===== src/rtl/param_sync_fifo_if.sv =====
// param_sync_fifo_if: handshake/data bundle for param_sync_fifo.
//   i_clear         synchronous flush request
//   i_push, i_data  write request and write data
//   i_pop           read request (acknowledges current head)
//   o_data          head entry (first-word-fall-through)
//   o_empty/o_full/o_almost_full/o_count  occupancy status
//   o_overflow/o_underflow                one-cycle rejection pulses
// master: producer/consumer side; slave: FIFO side.
interface param_sync_fifo_if #(
    parameter int WIDTH = 10,
    parameter int DEPTH = 8
);
    localparam int CW = $clog2(DEPTH + 1);

    logic             i_clear;
    logic             i_push;
    logic [WIDTH-1:0] i_data;
    logic             i_pop;
    logic [WIDTH-1:0] o_data;
    logic             o_empty;
    logic             o_full;
    logic             o_almost_full;
    logic [CW-1:0]    o_count;
    logic             o_overflow;
    logic             o_underflow;

    modport master (
        output i_clear, i_push, i_data, i_pop,
        input  o_data, o_empty, o_full, o_almost_full, o_count,
               o_overflow, o_underflow
    );

    modport slave (
        input  i_clear, i_push, i_data, i_pop,
        output o_data, o_empty, o_full, o_almost_full, o_count,
               o_overflow, o_underflow
    );
endinterface


===== src/rtl/param_sync_fifo.sv =====
// param_sync_fifo: single-clock FWFT FIFO with arbitrary DEPTH, almost-full
// threshold, occupancy count, synchronous flush and overflow/underflow pulses.
//   i_clk  clock, rising edge
//   i_rst  asynchronous reset, active-low
//   bus    param_sync_fifo_if.slave (see interface header for signals)
module param_sync_fifo #(
    parameter int WIDTH = 10,
    parameter int DEPTH = 8,
    parameter int AF_TH = DEPTH - 2
) (
    input  logic                 i_clk,
    input  logic                 i_rst,
    param_sync_fifo_if.slave     bus
);
    localparam int CW = $clog2(DEPTH + 1);
    localparam int PW = (DEPTH > 1) ? $clog2(DEPTH) : 1;

    logic [WIDTH-1:0] mem [DEPTH];

    logic [PW-1:0] wr_ptr_q, wr_ptr_d;
    logic [PW-1:0] rd_ptr_q, rd_ptr_d;
    logic [CW-1:0] count_q, count_d;
    logic          ovf_q, ovf_d;
    logic          unf_q, unf_d;

    logic empty, full, push_ok, pop_ok;

    assign empty   = (count_q == '0);
    assign full    = (count_q == CW'(DEPTH));
    // A full FIFO still takes a push when the head leaves in the same cycle.
    assign pop_ok  = bus.i_pop & ~empty;
    assign push_ok = bus.i_push & (~full | pop_ok);

    always_comb begin
        wr_ptr_d = wr_ptr_q;
        rd_ptr_d = rd_ptr_q;
        count_d  = count_q;
        ovf_d    = 1'b0;
        unf_d    = 1'b0;
        if (bus.i_clear) begin
            wr_ptr_d = '0;
            rd_ptr_d = '0;
            count_d  = '0;
        end else begin
            // Explicit wrap so non-power-of-two depths work.
            if (push_ok)
                wr_ptr_d = (wr_ptr_q == PW'(DEPTH - 1)) ? '0 : wr_ptr_q + PW'(1);
            if (pop_ok)
                rd_ptr_d = (rd_ptr_q == PW'(DEPTH - 1)) ? '0 : rd_ptr_q + PW'(1);
            count_d = count_q + CW'(push_ok) - CW'(pop_ok);
            ovf_d   = bus.i_push & ~push_ok;
            unf_d   = bus.i_pop & ~pop_ok;
        end
    end

    always_ff @(posedge i_clk or negedge i_rst) begin
        if (!i_rst) begin
            wr_ptr_q <= '0;
            rd_ptr_q <= '0;
            count_q  <= '0;
            ovf_q    <= 1'b0;
            unf_q    <= 1'b0;
        end else begin
            wr_ptr_q <= wr_ptr_d;
            rd_ptr_q <= rd_ptr_d;
            count_q  <= count_d;
            ovf_q    <= ovf_d;
            unf_q    <= unf_d;
        end
    end

    // Storage is deliberately not reset.
    always_ff @(posedge i_clk) begin
        if (!bus.i_clear && push_ok)
            mem[wr_ptr_q] <= bus.i_data;
    end

    assign bus.o_data        = mem[rd_ptr_q];
    assign bus.o_empty       = empty;
    assign bus.o_full        = full;
    assign bus.o_almost_full = (count_q >= CW'(AF_TH));
    assign bus.o_count       = count_q;
    assign bus.o_overflow    = ovf_q;
    assign bus.o_underflow   = unf_q;
endmodule

===== src/flat_wrapper.sv =====
// flat-port wrapper written by rule: the top's interface ports become plain ports
module param_sync_fifo_flat 
#(
    parameter int WIDTH = 10,
    parameter int DEPTH = 8,
    parameter int AF_TH = DEPTH - 2
)
  (i_clk, i_rst, bus_i_clear, bus_i_push, bus_i_data, bus_i_pop, bus_o_data, bus_o_empty, bus_o_full, bus_o_almost_full, bus_o_count, bus_o_overflow, bus_o_underflow);
  param_sync_fifo_if #(.WIDTH(WIDTH), .DEPTH(DEPTH)) bus_i ();
  input  logic i_clk;
  input  logic i_rst;
  input wire logic [$bits(bus_i.i_clear)-1:0] bus_i_clear;
  input wire logic [$bits(bus_i.i_push)-1:0] bus_i_push;
  input wire logic [$bits(bus_i.i_data)-1:0] bus_i_data;
  input wire logic [$bits(bus_i.i_pop)-1:0] bus_i_pop;
  output wire logic [$bits(bus_i.o_data)-1:0] bus_o_data;
  output wire logic [$bits(bus_i.o_empty)-1:0] bus_o_empty;
  output wire logic [$bits(bus_i.o_full)-1:0] bus_o_full;
  output wire logic [$bits(bus_i.o_almost_full)-1:0] bus_o_almost_full;
  output wire logic [$bits(bus_i.o_count)-1:0] bus_o_count;
  output wire logic [$bits(bus_i.o_overflow)-1:0] bus_o_overflow;
  output wire logic [$bits(bus_i.o_underflow)-1:0] bus_o_underflow;
  assign bus_i.i_clear = bus_i_clear;
  assign bus_i.i_push = bus_i_push;
  assign bus_i.i_data = bus_i_data;
  assign bus_i.i_pop = bus_i_pop;
  assign bus_o_data = bus_i.o_data;
  assign bus_o_empty = bus_i.o_empty;
  assign bus_o_full = bus_i.o_full;
  assign bus_o_almost_full = bus_i.o_almost_full;
  assign bus_o_count = bus_i.o_count;
  assign bus_o_overflow = bus_i.o_overflow;
  assign bus_o_underflow = bus_i.o_underflow;
  param_sync_fifo #(.WIDTH(WIDTH), .DEPTH(DEPTH), .AF_TH(AF_TH)) u_core (.i_clk(i_clk), .i_rst(i_rst), .bus(bus_i));
endmodule

===== config.mk =====
export PLATFORM = sky130hd
export DESIGN_NAME = param_sync_fifo_flat
export DESIGN_NICKNAME = d
export VERILOG_FILES = /design/src/rtl/param_sync_fifo_if.sv /design/src/rtl/param_sync_fifo.sv /design/src/flat_wrapper.sv
export SDC_FILE = /design/constraint.sdc
export NUM_CORES = 1
export LEC_CHECK = 0
export BUFFER_PORTS_ARGS = -buffer_cell sky130_fd_sc_hd__buf_2
export CORE_ASPECT_RATIO = 1.25
export CORE_MARGIN = 2
export CORE_UTILIZATION = 48
export CTS_CLUSTER_SIZE = 12
export DETAILED_ROUTE_END_ITERATION = 6
export PLACE_DENSITY = 0.66
export SETUP_SLACK_MARGIN = 0.2
export SLEW_MARGIN = 20
export SYNTH_ARGS = -nofsm -noshare
export SYNTH_HDL_FRONTEND = slang
export SYNTH_SLANG_ARGS = --single-unit

===== constraint.sdc =====
create_clock -name i_clk -period 3.8 [get_ports i_clk]
set_clock_uncertainty 0.05 [all_clocks]
set_input_delay 0.57 -clock i_clk [delete_from_list [all_inputs] [get_ports i_clk]]
set_output_delay 0.57 -clock i_clk [all_outputs]
set_load 0.01 [all_outputs]

# Yosys cells after proc, flatten, opt, wreduce, memory -nomap -nowiden
# Memories as Yosys holds them, arrays and structs flattened.
# Cells that the tools add are included.
[classes]
n_mul = 0
eq_ne = 3
order_cmp = 1
n_mux = 11
addsub = 4
shift = 0
reduce_logical = 5
bitwise = 9
n_div = 0
[op_table]
columns = ["op", "n"]
rows = [
  ["$mux W3", 6],
  ["$add A3 B1 Y3 const B", 2],
  ["$eq A3 B3 Y1 const B", 2],
  ["$add A4 B1 Y4", 1],
  ["$and A1 B1 Y1", 4],
  ["$eq A4 B4 Y1 const B", 1],
  ["$ge A4 B3 Y1 const B", 1],
  ["$logic_not A4 Y1", 1],
  ["$mux W1", 4],
  ["$mux W4", 1],
  ["$not A1 Y1", 4],
  ["$reduce_bool A2 Y1", 2],
  ["$sub A4 B1 Y4", 1],
  ["$logic_and A1 B1 Y1", 1],
  ["$logic_not A1 Y1", 1],
  ["$or A1 B1 Y1", 1],
]
[totals]
output_inout_bits = 19
input_bits = 15
mem_count = 1
elab_cells = 39
mem_bits_ro = 0
ff_bits = 12
ram_bits = 80
latch_bits = 0
[mem_list]
columns = ["memory", "words", "width", "rd", "rd_ports_with_merged_regs", "write_ports", "line_no", "text"]
rows = [
  ["u_core.mem", 8, 10, 1, 0, 1, "param_sync_fifo.sv:18", "logic [WIDTH-1:0] mem [DEPTH];"],
]

# Longest topological paths before layout
[logic_depth]
word_depth = 8
mapped_depth = 11
depth_no_buf = 11

# Least setup slack after synthesis
# Ideal clock, no wire load.
[synth_timing]
kind = "reg2reg"
from = "register u_core.count_q[2], in the netlist u_core.bus.o_count[2]"
to = "memory u_core.mem[0][0] (enable)"
slack_ns = 1.072
arrival_time_ns = 2.270
n_path_buf = 0
period_less_slack_ns = 2.728
setup_ns = 0.407
required_time_ns = 3.343
stages_incl_launch_ff = 6
cell_sequence = "dfrtp_1 -> inv_1 -> ha_1 -> nor2b_1 -> o21ai_1 -> nor4b_1"
[synth_via]
elab_chain_cells = 8
word_cells_on_any_way = 10
classes_between = "eq/ne (1); mux (2); bitwise (5); reduce/logical (2)"
[synth_rtl]
columns = ["item", "line_no", "text"]
rows = [
  ["start: declaration", "param_sync_fifo.sv:22", "logic [CW-1:0] count_q, count_d;"],
  ["start signal: assignment", "param_sync_fifo.sv:66", "count_q <= count_d;"],
  ["$logic_not A4 Y1", "param_sync_fifo.sv:28", "assign empty = (count_q == '0);"],
  ["$not A1 Y1", "param_sync_fifo.sv:31", "assign pop_ok = bus.i_pop & ~empty;"],
  ["$and A1 B1 Y1", "param_sync_fifo.sv:31", ""],
  ["$or A1 B1 Y1 (*)", "param_sync_fifo.sv:32", "assign push_ok = bus.i_push & (~full | pop_ok);"],
  ["$and A1 B1 Y1 (*)", "param_sync_fifo.sv:32", ""],
  ["$logic_and A1 B1 Y1 (*)", "param_sync_fifo.sv:74", "if (!bus.i_clear && push_ok)"],
  ["$mux W1 (*)", "param_sync_fifo.sv:74", ""],
  ["$mux W1 (implied by the code) (*)", "param_sync_fifo.sv:75", "mem[wr_ptr_q] <= bus.i_data;"],
  ["end: declaration", "param_sync_fifo.sv:18", ""],
]
# Every way passes the cells marked *; elsewhere a longest branch is shown, timed or not.

# Final worst setup path
[layout_timing]
from = "register u_core.rd_ptr_q[1]"
to = "output bus_o_data[0]"
[layout_via]
elab_chain_cells = 1
[layout_rtl]
columns = ["item", "line_no", "text"]
rows = [
  ["start: declaration", "param_sync_fifo.sv:21", "logic [PW-1:0] rd_ptr_q, rd_ptr_d;"],
  ["start signal: assignment", "param_sync_fifo.sv:65", "rd_ptr_q <= rd_ptr_d;"],
  ["$mem_v2 Z8 W10", "n/a", ""],
  ["end: declaration", "flat_wrapper.sv:16", "output wire logic [$bits(bus_i.o_data)-1:0] bus_o_data;"],
]
# Every way passes these cells.

==> summary.md <==
| Metric | Value |
|---|---|
| CTS root buffer | `clkbuf_8` |
| Final slew viol count | `0` |
| Critical Path AT | `2.47 ns` |
| Die height | `104.1 um` |
| Syn. warnings | `0` |
| Post-synth EDFFs | `80` |
| Core area | `0.007792 mm^2` |
| FF-to-FF setup slack | `1.13 ns` |
| Peak Freq | `323.4 MHz` |
| Post-Syn Area | `0.003850 mm^2` |
| Via density per instance | `5.575` |
| Synth area leaders | `edfxtp_1, mux4_2, dfrtp_1` |
| Post-synth top area share | `62.40%` |
| Reg-to-reg endpoint | `u_core.mem[5][6]$_DFFE_PP_` |
| Setup repair after global routing missed its margin | `no` |
| Layout cells sized above 1 | `35.36%` |
| Layout net count | `285` |
| Peak VDD IR | `333.3 uV` |
| DRT iter0 DRCs | `114` |
| Vias | `1996` |
| Synth cell count leaders | `edfxtp_1, mux4_2, dfrtp_1` |
| Crit start category | `register` |
| Total clock sinks | `92` |
| Area leader, netlist | `edfxtp_1` |
| Worst path cell trace | `buf_4 > mux4_2 > mux2_2 > buf_2` |
| Headroom to the max-slew limit | `32.59%` |
| Post-CTS Hold Buffers | `0` |
| P_leak | `1.580 nW` |
| Fin util | `56.78%` |
| Final setup viols | `0` |
| Worst Path Required | `3.18 ns` |
| Number of distinct library cells after synthesis | `34` |
| DP Wirelength | `4449 um` |
| Switching Share | `26.39%` |
| Combinational fraction of design power | `20.4%` |
| Number of port buffers | `33` |
| Top FF cell, synth | `edfxtp_1` |
| Crit end category | `primary output` |
| Fin area | `0.004424 mm^2` |
| Cell Pwr Density | `567.8 mW/mm^2` |
| Synth Instances | `212` |
| Clock transition at the registers of the reported paths | `0.09 ns` |
| GPL Wtd Cong | `0.7602` |
| Post-cts resize count | `0` |
| TritonRoute pass-1 iters | `4` |
| I/O pins | `34` |
| Crit Path Category | `reg2out` |
| Overall routing resource usage | `16.96%` |
| Yosys reg bits | `92` |
| Setup Fix Bufs, Post-CTS | `0` |
| Global-route wire length before repair | `11010 um` |
| Clk buf depth | `2` |
| Setup crit end | `bus_o_data[0]` |
| Status | `finished clean` |
| Syn Area/Cell | `18.16 um^2` |
| Antenna violations before repair | `0` |
| CTS Buf Count | `9` |
| # DRC | `0` |
| Clock share of power | `31.0%` |
| Crit path largest cell delay | `0.91 ns` |
| Die area | `0.008758 mm^2` |
| Async S/R FF share, synth | `13.04%` |
| Worst Hold Class | `in2async` |
| Sequential area share after synthesis | `70.20%` |
| ANT nets after route | `0` |
| Largest net degree at the start of global routing | `23` |
| R2r startpoint | `u_core.bus.o_count[2]$_DFF_PN0_` |
| Period utilization | `81.36%` |
| Synth-to-Final Area Change | `14.92%` |
| Clk Latency, worst-skew pair | `0.35 ns` |
| Chip width | `84.11 um` |
| Critical Path Start | `u_core.rd_ptr_q[1]$_DFFE_PN0P_` |
| CTS tree | `yes` |
| Total Power | `2.512 mW` |
| CP max-delay cell | `dfrtp_1` |
| Psw | `663.0 uW` |
| Setup TNS | `0 ns` |
| CP max FO | `15` |
| Post-Route WL | `6901 um` |
| Initial Util | `49.41%` |
| Sequential Power Share | `48.6%` |
| Maxcap violations | `0` |
| Mean routed wirelength per cell | `19.28 um` |
| Final hold vios | `0` |
| Worst Reg-to-Reg Cells | `6` |
| DP Cell Count | `342` |
| Mapped Nets | `239` |
| Vias in the first global route | `2084` |
| Slew @ Worst Pin | `1.011 ns` |
| H-tree lvl count | `3` |
| Placed cell areas | `0.004180 mm^2` |
| Crit path time final | `3.092 ns` |
| Fin cells | `358` |
| Total grt overflow | `0` |
| Top-count cell post-synth | `edfxtp_1` |
| Internal | `1.849 mW` |
| Rows | `36` |
| Number of antenna cells inserted | `0` |
registers in the layout, indices dropped and copies added, names as in the netlist:
register,flops
u_core.bus.o_count,4
u_core.rd_ptr_q,3
u_core.bus.o_overflow,1
u_core.bus.o_underflow,1
u_core.wr_ptr_q,3
u_core.mem,80
logic make-up (layout without fill, tap and decap cells):
family / after synthesis / in the layout / synth area share, %
mux: 30 / 30 / 14.62
fa+ha+maj: 12 / 12 / 4.095
compound gates: 14 / 14 / 2.275
flops: 92 / 92 / 70.20
xor+xnor: 1 / 1 / 0.2275
buf+inv: 20 / 71 / 2.372
simple gates: 43 / 43 / 6.208
layer usage:
layer  up-vias  track usage (%)  wire (um)
met2        52            27.66       3544
li1        931                -          -
met1      1000            21.82       2919
met3        13            3.889        289
met5         -                0          0
met4         0            7.258        147
placed cells by master, fill, tap and decap left out, types with 3 or more instances in the layout:
master     Yosys  layout
nor2b_1        5       5
mux2_2        10      10
ha_1          11      11
dfrtp_1       12      12
edfxtp_1      80      80
nand2_1        7       7
inv_1          9       9
nand2b_1       3       3
clkbuf_8       0       9
nor3_1         6       6
nand3_1        4       4
nor2_1         8       8
bufinv_16      0       3
a21oi_1        5       5
buf_4          0      10
mux4_2        20      20
buf_2          3      33
worst min-delay path by stage:
stage,startpoint,cells past startpoint,to
floorplan,i_rst,0,u_core.bus.o_count[0]$_DFF_PN0_
global placement,i_rst,1,u_core.bus.o_count[2]$_DFF_PN0_
detailed placement,i_rst,1,u_core.bus.o_underflow$_DFF_PN0_
CTS,i_rst,1,u_core.bus.o_count[2]$_DFF_PN0_
global route,i_rst,1,u_core.bus.o_underflow$_DFF_PN0_
finish,i_rst,1,u_core.bus.o_count[2]$_DFF_PN0_
through the flow:
stage	setup WS, ns	hold slack (ns)
global placement	1.055	0.4267
floorplan	1.072	0.2244
finish	0.7082	0.03757
global route	0.5383	0.04321
CTS	0.6291	0.03065
detailed placement	1.030	0.4246
critical path, delay by kind of cell, from the launching register on:
family	cells	cell delay, ns
flops	1	0.91
mux	2	0.78
buf+inv	2	0.44
power by group through the flow:
stage	clock network (mW)	logic, mW	registers (mW)
floorplan	0	0.377	1.22
global placement	0	0.508	1.25
detailed placement	0	0.519	1.25
CTS	0.796	0.523	1.22
global route	0.829	0.577	1.23
finish	0.778	0.512	1.22
final cells by class:
cell class | instances | area [um^2]
fillers | 622 | 3368
flip-flops and latches | 92 | 2703
clock inverters | 7 | 120.1
multi-input cells | 100 | 1069
clock buffers | 9 | 123.9
well taps | 95 | 118.9
inverters | 12 | 50.05
repair buffers | 43 | 240.2
Note: power is estimated with default switching activity, not from simulation.
